File: src/rtl/serial_rx.sv
// serial_rx: oversampled asynchronous serial receiver (8N1, LSB first).
// A start bit is confirmed at its midpoint, then each data bit and the stop
// bit are sampled one full bit period later. Completed bytes go to a
// single-entry output slot with a valid/ready handshake. The slot can report
// a framing error or an overrun.
module serial_rx #(
  parameter int CLKS_PER_BIT = 16
) (
  input  logic       clk,
  input  logic       rst_n,
  input  logic       rx,
  output logic [7:0] dout,
  output logic       dout_valid,
  input  logic       dout_ready,
  output logic       frame_err,
  output logic       overrun
);

  localparam int            CW   = $clog2(CLKS_PER_BIT);
  localparam logic [CW-1:0] LAST = CW'(CLKS_PER_BIT - 1);
  localparam logic [CW-1:0] HALF = CW'(CLKS_PER_BIT / 2 - 1);

  typedef enum logic [1:0] {
    S_IDLE,
    S_START,
    S_DATA,
    S_STOP
  } state_t;

  state_t        r_state, w_state_nxt;
  logic          r_sync1, r_sync2;
  logic          w_rx_s;
  logic [CW-1:0] r_cnt, w_cnt_nxt;
  logic [2:0]    r_bit, w_bit_nxt;
  logic [7:0]    r_shreg, w_shreg_nxt;
  logic [7:0]    r_dout, w_dout_nxt;
  logic          r_valid, w_valid_nxt;
  logic          r_ferr, w_ferr_nxt;
  logic          r_ovr, w_ovr_nxt;
  logic          w_slot_free;

  assign w_rx_s      = r_sync2;
  // The slot is free if it is empty, or if its byte is consumed this cycle.
  assign w_slot_free = !r_valid || dout_ready;

  // Two-flop synchronizer for the asynchronous line. It resets to idle-high.
  always_ff @(posedge clk or negedge rst_n) begin
    if (!rst_n) begin
      r_sync1 <= 1'b1;
      r_sync2 <= 1'b1;
    end else begin
      r_sync1 <= rx;
      r_sync2 <= r_sync1;
    end
  end

  // Receiver state, counters and output registers.
  always_ff @(posedge clk or negedge rst_n) begin
    if (!rst_n) begin
      r_state <= S_IDLE;
      r_cnt   <= '0;
      r_bit   <= '0;
      r_shreg <= '0;
      r_dout  <= '0;
      r_valid <= 1'b0;
      r_ferr  <= 1'b0;
      r_ovr   <= 1'b0;
    end else begin
      r_state <= w_state_nxt;
      r_cnt   <= w_cnt_nxt;
      r_bit   <= w_bit_nxt;
      r_shreg <= w_shreg_nxt;
      r_dout  <= w_dout_nxt;
      r_valid <= w_valid_nxt;
      r_ferr  <= w_ferr_nxt;
      r_ovr   <= w_ovr_nxt;
    end
  end

  // Next-state and output logic. The handshake consumes the slot
  // independently of the frame being received.
  always_comb begin
    w_state_nxt = r_state;
    w_cnt_nxt   = r_cnt;
    w_bit_nxt   = r_bit;
    w_shreg_nxt = r_shreg;
    w_dout_nxt  = r_dout;
    w_valid_nxt = r_valid && !dout_ready;
    w_ferr_nxt  = 1'b0;
    w_ovr_nxt   = 1'b0;
    case (r_state)
      S_IDLE: begin
        if (!w_rx_s) begin
          w_state_nxt = S_START;
          w_cnt_nxt   = '0;
        end
      end
      S_START: begin
        if (r_cnt == HALF) begin
          w_cnt_nxt   = '0;
          w_state_nxt = w_rx_s ? S_IDLE : S_DATA;
        end else begin
          w_cnt_nxt = r_cnt + CW'(1);
        end
      end
      S_DATA: begin
        if (r_cnt == LAST) begin
          w_cnt_nxt   = '0;
          w_shreg_nxt = {w_rx_s, r_shreg[7:1]};
          if (r_bit == 3'd7) begin
            w_bit_nxt   = '0;
            w_state_nxt = S_STOP;
          end else begin
            w_bit_nxt = r_bit + 3'd1;
          end
        end else begin
          w_cnt_nxt = r_cnt + CW'(1);
        end
      end
      S_STOP: begin
        if (r_cnt == LAST) begin
          w_cnt_nxt   = '0;
          w_state_nxt = S_IDLE;
          if (!w_rx_s) begin
            w_ferr_nxt = 1'b1;
          end else if (w_slot_free) begin
            w_dout_nxt  = r_shreg;
            w_valid_nxt = 1'b1;
          end else begin
            w_ovr_nxt = 1'b1;
          end
        end else begin
          w_cnt_nxt = r_cnt + CW'(1);
        end
      end
      default: w_state_nxt = S_IDLE;
    endcase
  end

  assign dout       = r_dout;
  assign dout_valid = r_valid;
  assign frame_err  = r_ferr;
  assign overrun    = r_ovr;

endmodule

File: config.mk
export PLATFORM = sky130hd
export DESIGN_NAME = serial_rx
export DESIGN_NICKNAME = d
export VERILOG_FILES = /design/src/rtl/serial_rx.sv
export SDC_FILE = /design/constraint.sdc
export NUM_CORES = 1
export LEC_CHECK = 0
export ABC_AREA = 0
export BUFFER_PORTS_ARGS = -buffer_cell sky130_fd_sc_hd__buf_4
export CORE_MARGIN = 1
export CORE_UTILIZATION = 44
export DETAILED_ROUTE_END_ITERATION = 6
export GPL_TIMING_DRIVEN = 0
export PLACE_DENSITY = 0.69
export SYNTH_ARGS = -nofsm -noshare
export SYNTH_HDL_FRONTEND = slang
export SYNTH_SLANG_ARGS = --single-unit
File: constraint.sdc
create_clock -name clk -period 2.05 [get_ports clk]
set_clock_uncertainty 0.15 [all_clocks]
set_input_delay 0.41 -clock clk [delete_from_list [all_inputs] [get_ports clk]]
set_output_delay 0.41 -clock clk [all_outputs]
set_load 0.005 [all_outputs]
**Yosys cells after proc, flatten, opt, wreduce, memory -nomap -nowiden**

Index checks and enable logic that the tools add are counted.
Widths: inputs -> output; s select.

- Word-level logic and storage cells: 55
- Flip-flop bits (word level): 30
- Bits of input ports: 4

- Add/subtract/negate cells: 2
- Muxes and demuxes: 23
- Reduce and logical (&&, ||, !) cells: 9
- Equal/unequal tests: 11

Operator list:

| kind | count |
|---|---|
| $mux 2 | 6 |
| $mux 4 | 3 |
| $pmux 4 s3 | 1 |
| $mux 1 | 11 |
| $ne 2x2->1 const B | 5 |
| $pmux 2 s4 | 1 |
| $reduce_and 5->1 | 1 |
| $add 4x1->4 const B | 1 |
| $eq 2x2->1 const B | 2 |
| $eq 4x3->1 const B | 1 |
| $eq 4x4->1 const B | 1 |
| $reduce_and 4->1 | 1 |
| $add 3x1->3 const B | 1 |
| $eq 3x3->1 const B | 1 |
| $mux 3 | 1 |
| $eq 2x1->1 const B | 1 |
| $logic_not 1->1 | 2 |
| $logic_not 2->1 | 1 |
| $reduce_and 2->1 | 1 |
| $reduce_or 2->1 | 1 |
| $logic_and 1x1->1 | 1 |
| $logic_or 1x1->1 | 1 |

**Logic depth before layout (Yosys ltp)**

- Word-level depth: 6
- Gate-level depth with buffers: 5

**Worst setup path after synthesis**

Ideal clock, no wire load.

- Path kind: flip-flop to flip-flop
- Start point: reg r_sync2
- End point: reg r_dout[0] (netlist: dout[0])
- Buffers on the path: 1
- Required time: 1775 ps
- Cell stages (with the launch flop): 5
- Setup slack: 318 ps
- Period minus slack after synthesis: 1732 ps
- Arrival time: 1457 ps
- Cells stage by stage: dfstp_2 -> buf_4 -> nand3_1 -> nor3b_4 -> mux2_2

- Word-level cells in the longest chain between the ends: 1

RTL lines:

| element | line | text |
|---|---|---|
| from (decl) | 31 | `logic r_sync1, r_sync2;` |
| from (signal assigned) | 53 | `r_sync2 <= r_sync1;` |
| $reduce_and 4->1 (no source line) | - |  |
| to (signal assigned) | 73 | `r_dout <= w_dout_nxt;` |
| to (decl) | 36 | `logic [7:0] r_dout, w_dout_nxt;` |

Every way passes these cells.
A chain may end at the register's enable or synchronous reset.

**Worst setup path after layout**

- Start point: reg r_cnt[0]
- End point: reg r_bit[2]

- Word-level cells in the longest chain between the ends: 2

RTL lines:

| element | line | text |
|---|---|---|
| from (decl) | 33 | `logic [CW-1:0] r_cnt, w_cnt_nxt;` |
| from (signal assigned) | 70 | `r_cnt <= w_cnt_nxt;` |
| $eq 4x4->1 | 107 | `if (r_cnt == LAST) begin` |
| $reduce_and 2->1 (no source line) | - |  |
| to (signal assigned) | 71 | `r_bit <= w_bit_nxt;` |
| to (decl) | 34 | `logic [2:0] r_bit, w_bit_nxt;` |

Every way passes these cells.

==> summary.md <==
| Metric | Value |
|---|---|
| Outcome | `completed` |
| Distinct cells, synth | `23` |
| Placed Cells | `137` |
| GP Congestion | `0.729` |
| # clock sinks | `30` |
| Setup Viol. Count Final | `0` |
| Drc violations | `0` |
| Worst-Margin Slew | `0.452 ns` |
| Core Area | `2730 um2` |
| Nets@finish | `121` |
| Setup TNS | `0 ns` |
| I/O pins | `15` |
| Bufs on Longest Clock Path | `2` |
| Yosys reg bits | `30` |
| Initial antenna violation count | `0` |
| Maximum clock frequency | `513 MHz` |
| Synth-to-Final Area Change | `21.0%` |
| Pre-Repair DR Iteration Count | `4` |
| Syn avg cell area | `13.7 um2` |
| Worst slack, placed | `0.106 ns` |
| Syn_nets | `99` |
| Antenna cell count | `0` |
| Port-buffer cells | `14` |
| Synth Warn # | `0` |
| Crit Path Category | `register to register` |
| Fin crit share | `0.950` |
| Maxcap violations | `0` |
| Final WL | `1920 um` |
| Element type at the critical path end | `register` |
| Pwr/cell area | `1040 nW/um2` |
| Most used routing layer | `met2` |
| Post-synthesis sequential area ratio | `0.597` |
| Headroom to the max-slew limit | `0.699` |
| Leakage | `between 0.7 and 0.8 nW` |
| Final std cells w/o fill | `~150` |
| Hold Crit Class | `input pin to register` |
| Crit path DAT | `between 2 and 2.5 ns` |
| Die H | `around 56 um` |
| Setup crit start kind | `register` |
| Met2 Use GR | `0.224` |
| Vias in the first global route | `764` |
| Final WS setup | `0.102 ns` |
| Post-DR wirelength/cell | `between 10 and 15 um` |
| Die footprint | `3090 um2` |
| Fillers | `~230` |
| Clock transition at the registers of the reported paths | `0.09 ns` |
| CTS Buf Count | `5` |
| CTS tree | `done` |
| H-tree depth | `2` |
| GRT Residual Overflow | `0` |
| Post-DP Area | `1410 um2` |
| Met1 Use GR | `0.178` |
| Post-Syn Area | `1260 um2` |
| VDD IR max | `0.768 mV` |
| Via count | `roughly 760` |
| Largest net degree at the start of global routing | `31` |
| Fin crit period | `1.95 ns` |
| Final Hold Viols | `0` |
| Worst-skew pair later-pin latency | `0.33 ns` |
| Final Slew Violations | `0` |
| Finished Cell Area | `around 1500 um2` |
| Initial Utilization | `0.462` |
| 1st-iter DRT viols | `26` |
| Placement row count | `19` |
| First-pass GRT wire length | `3390 um` |
| Die Span X | `55.6 um` |
| Fraction of layout instances using a drive strength above 1 | `0.461` |
| Crit path required time | `2.11 ns` |
| GR Util met3 | `0.0492` |
| Largest fanout on the critical path | `10` |
| Post-DR vias/cell | `5.19` |
| DP HPWL | `1260 um` |
| Post-synthesis cell count | `92` |
| Total Routing Usage GR | `0.148` |
| Root buf cell | `clkbuf_4` |
| RSZ-0062 raised after global routing | `no` |
| Remaining antenna violation count | `0` |
final timing paths:
check / startpoint / to / cells past startpoint / slack, ns
max in group asynchronous: rst_n / r_sync1 / 2 / 1.05
min in group asynchronous: rst_n / overrun / 2 / 0.37
max reg2reg: r_cnt[0] / r_bit[2] / 5 / 0.10
min: rx / r_sync1 / 1 / 0.04
max: r_cnt[0] / r_bit[2] / 5 / 0.10
min reg2reg: r_sync1 / r_sync2 / 0 / 0.21
through the flow:
step	utilization	total power (W)	hold WS, ns
after global routing	0.559	0.00169	0.0113
after detailed placement	0.514	0.000990	0.197
after floorplan	-	0.000924	-0.0356
final	0.559	0.00159	0.0402
after CTS	0.559	0.00162	0.0206
after global placement	0.514	0.000974	0.196
area by class of cell:
| cell class | instances | area, um2 | share of cell area |
|---|---|---|---|
| inverter | 2 | 7.51 | 0.00491 |
| sequential | 30 | 753 | 0.493 |
| clock buffer | 6 | 51.3 | 0.0336 |
| tap | 31 | 38.8 | 0.0254 |
| timing repair buffer | 15 | 115 | 0.0753 |
| buffer | 3 | 22.5 | 0.0147 |
| multi-input combinational | 57 | 479 | 0.314 |
| clock inverter | 2 | 60.1 | 0.0393 |
what timing repair did:
action	in CTS	in global routing
resized for setup	0	0
endpoints found under the hold margin	28	0
hold buffers	1	0
setup buffers	0	0
critical path: stages, from the launching register on:
cell	delay (ns)
dfrtp_1	0.39
ha_1	0.27
nand2_1	0.12
nor3_1	0.30
buf_4	0.26
mux2_2	0.35
synth_stat cells (all sizes together):
master	count	area share
or2	3	0.015
nor3b	1	0.015
dfstp	2	0.042
o22a	1	0.0079
and3	1	0.0050
nand2b	1	0.0050
ha	3	0.030
dfrtp	28	0.56
mux2	20	0.18
buf	3	0.018
nand2	7	0.021
nor3	2	0.0079
a21oi	1	0.0040
o21ai	3	0.012
nand3	4	0.026
xor2	1	0.0069
or2b	1	0.0059
nor2	4	0.012
o2111ai	1	0.0069
inv	2	0.0059
mux2i	2	0.016
o211ai	1	0.0059
kinds of logic (layout without fill, tap and decap cells):
logic type / Yosys count / in the layout / synth area share
AO/OA/AOI/OAI: 7 / 7 / 0.0367
multiplexers: 22 / 22 / 0.194
AND/OR/NAND/NOR: 24 / 24 / 0.112
XOR/XNOR: 1 / 1 / 0.00694
adder cells (fa/ha/maj): 3 / 3 / 0.0297
buffers and inverters: 5 / 28 / 0.0238
flip-flops: 30 / 30 / 0.597
cells in the final DEF (no fill, tap or decap):
cell type      netlist  routed
o2111ai_1            1       1
a21oi_1              1       1
o22a_2               1       1
o211ai_1             1       1
clkbuf_8             0       1
buf_4                3      17
and3_1               1       1
ha_1                 3       3
bufinv_16            0       2
or2b_1               1       1
dfstp_2              2       2
nor3_1               2       2
xor2_1               1       1
nor2_1               4       4
nand2b_1             1       1
nand3_1              3       3
nor3b_4              1       1
dlygate4sd3_1        0       1
o21ai_0              3       3
mux2_2              20      20
or2_2                3       3
nand2_1              7       7
mux2i_1              2       2
inv_1                2       2
clkbuf_4             0       5
nand3_4              1       1
dfrtp_1             28      28
per-layer routing:
layer  share of wire  routed length, um
met5               0                  0
met4           0.034                 65
met3           0.039                 74
met2            0.46                888
met1            0.46                887
report_power, final:
group	total, W	internal [W]	switching [W]	leakage [nW]
combinational	0.000252	0.000116	0.000136	0.296
sequential	0.000725	0.000658	0.0000675	0.404
clock	0.000616	0.000413	0.000203	0.0585
total	0.00159	0.00119	0.000406	0.758
registers in the layout, summed over array words and instances (netlist names), named ones only:
name        flops
r_cnt           4
dout            8
r_state         1
r_sync1         1
frame_err       1
r_bit           3
overrun         1
dout_valid      1
r_sync2         1
r_shreg         8
Power figures use the tool's default switching activity.
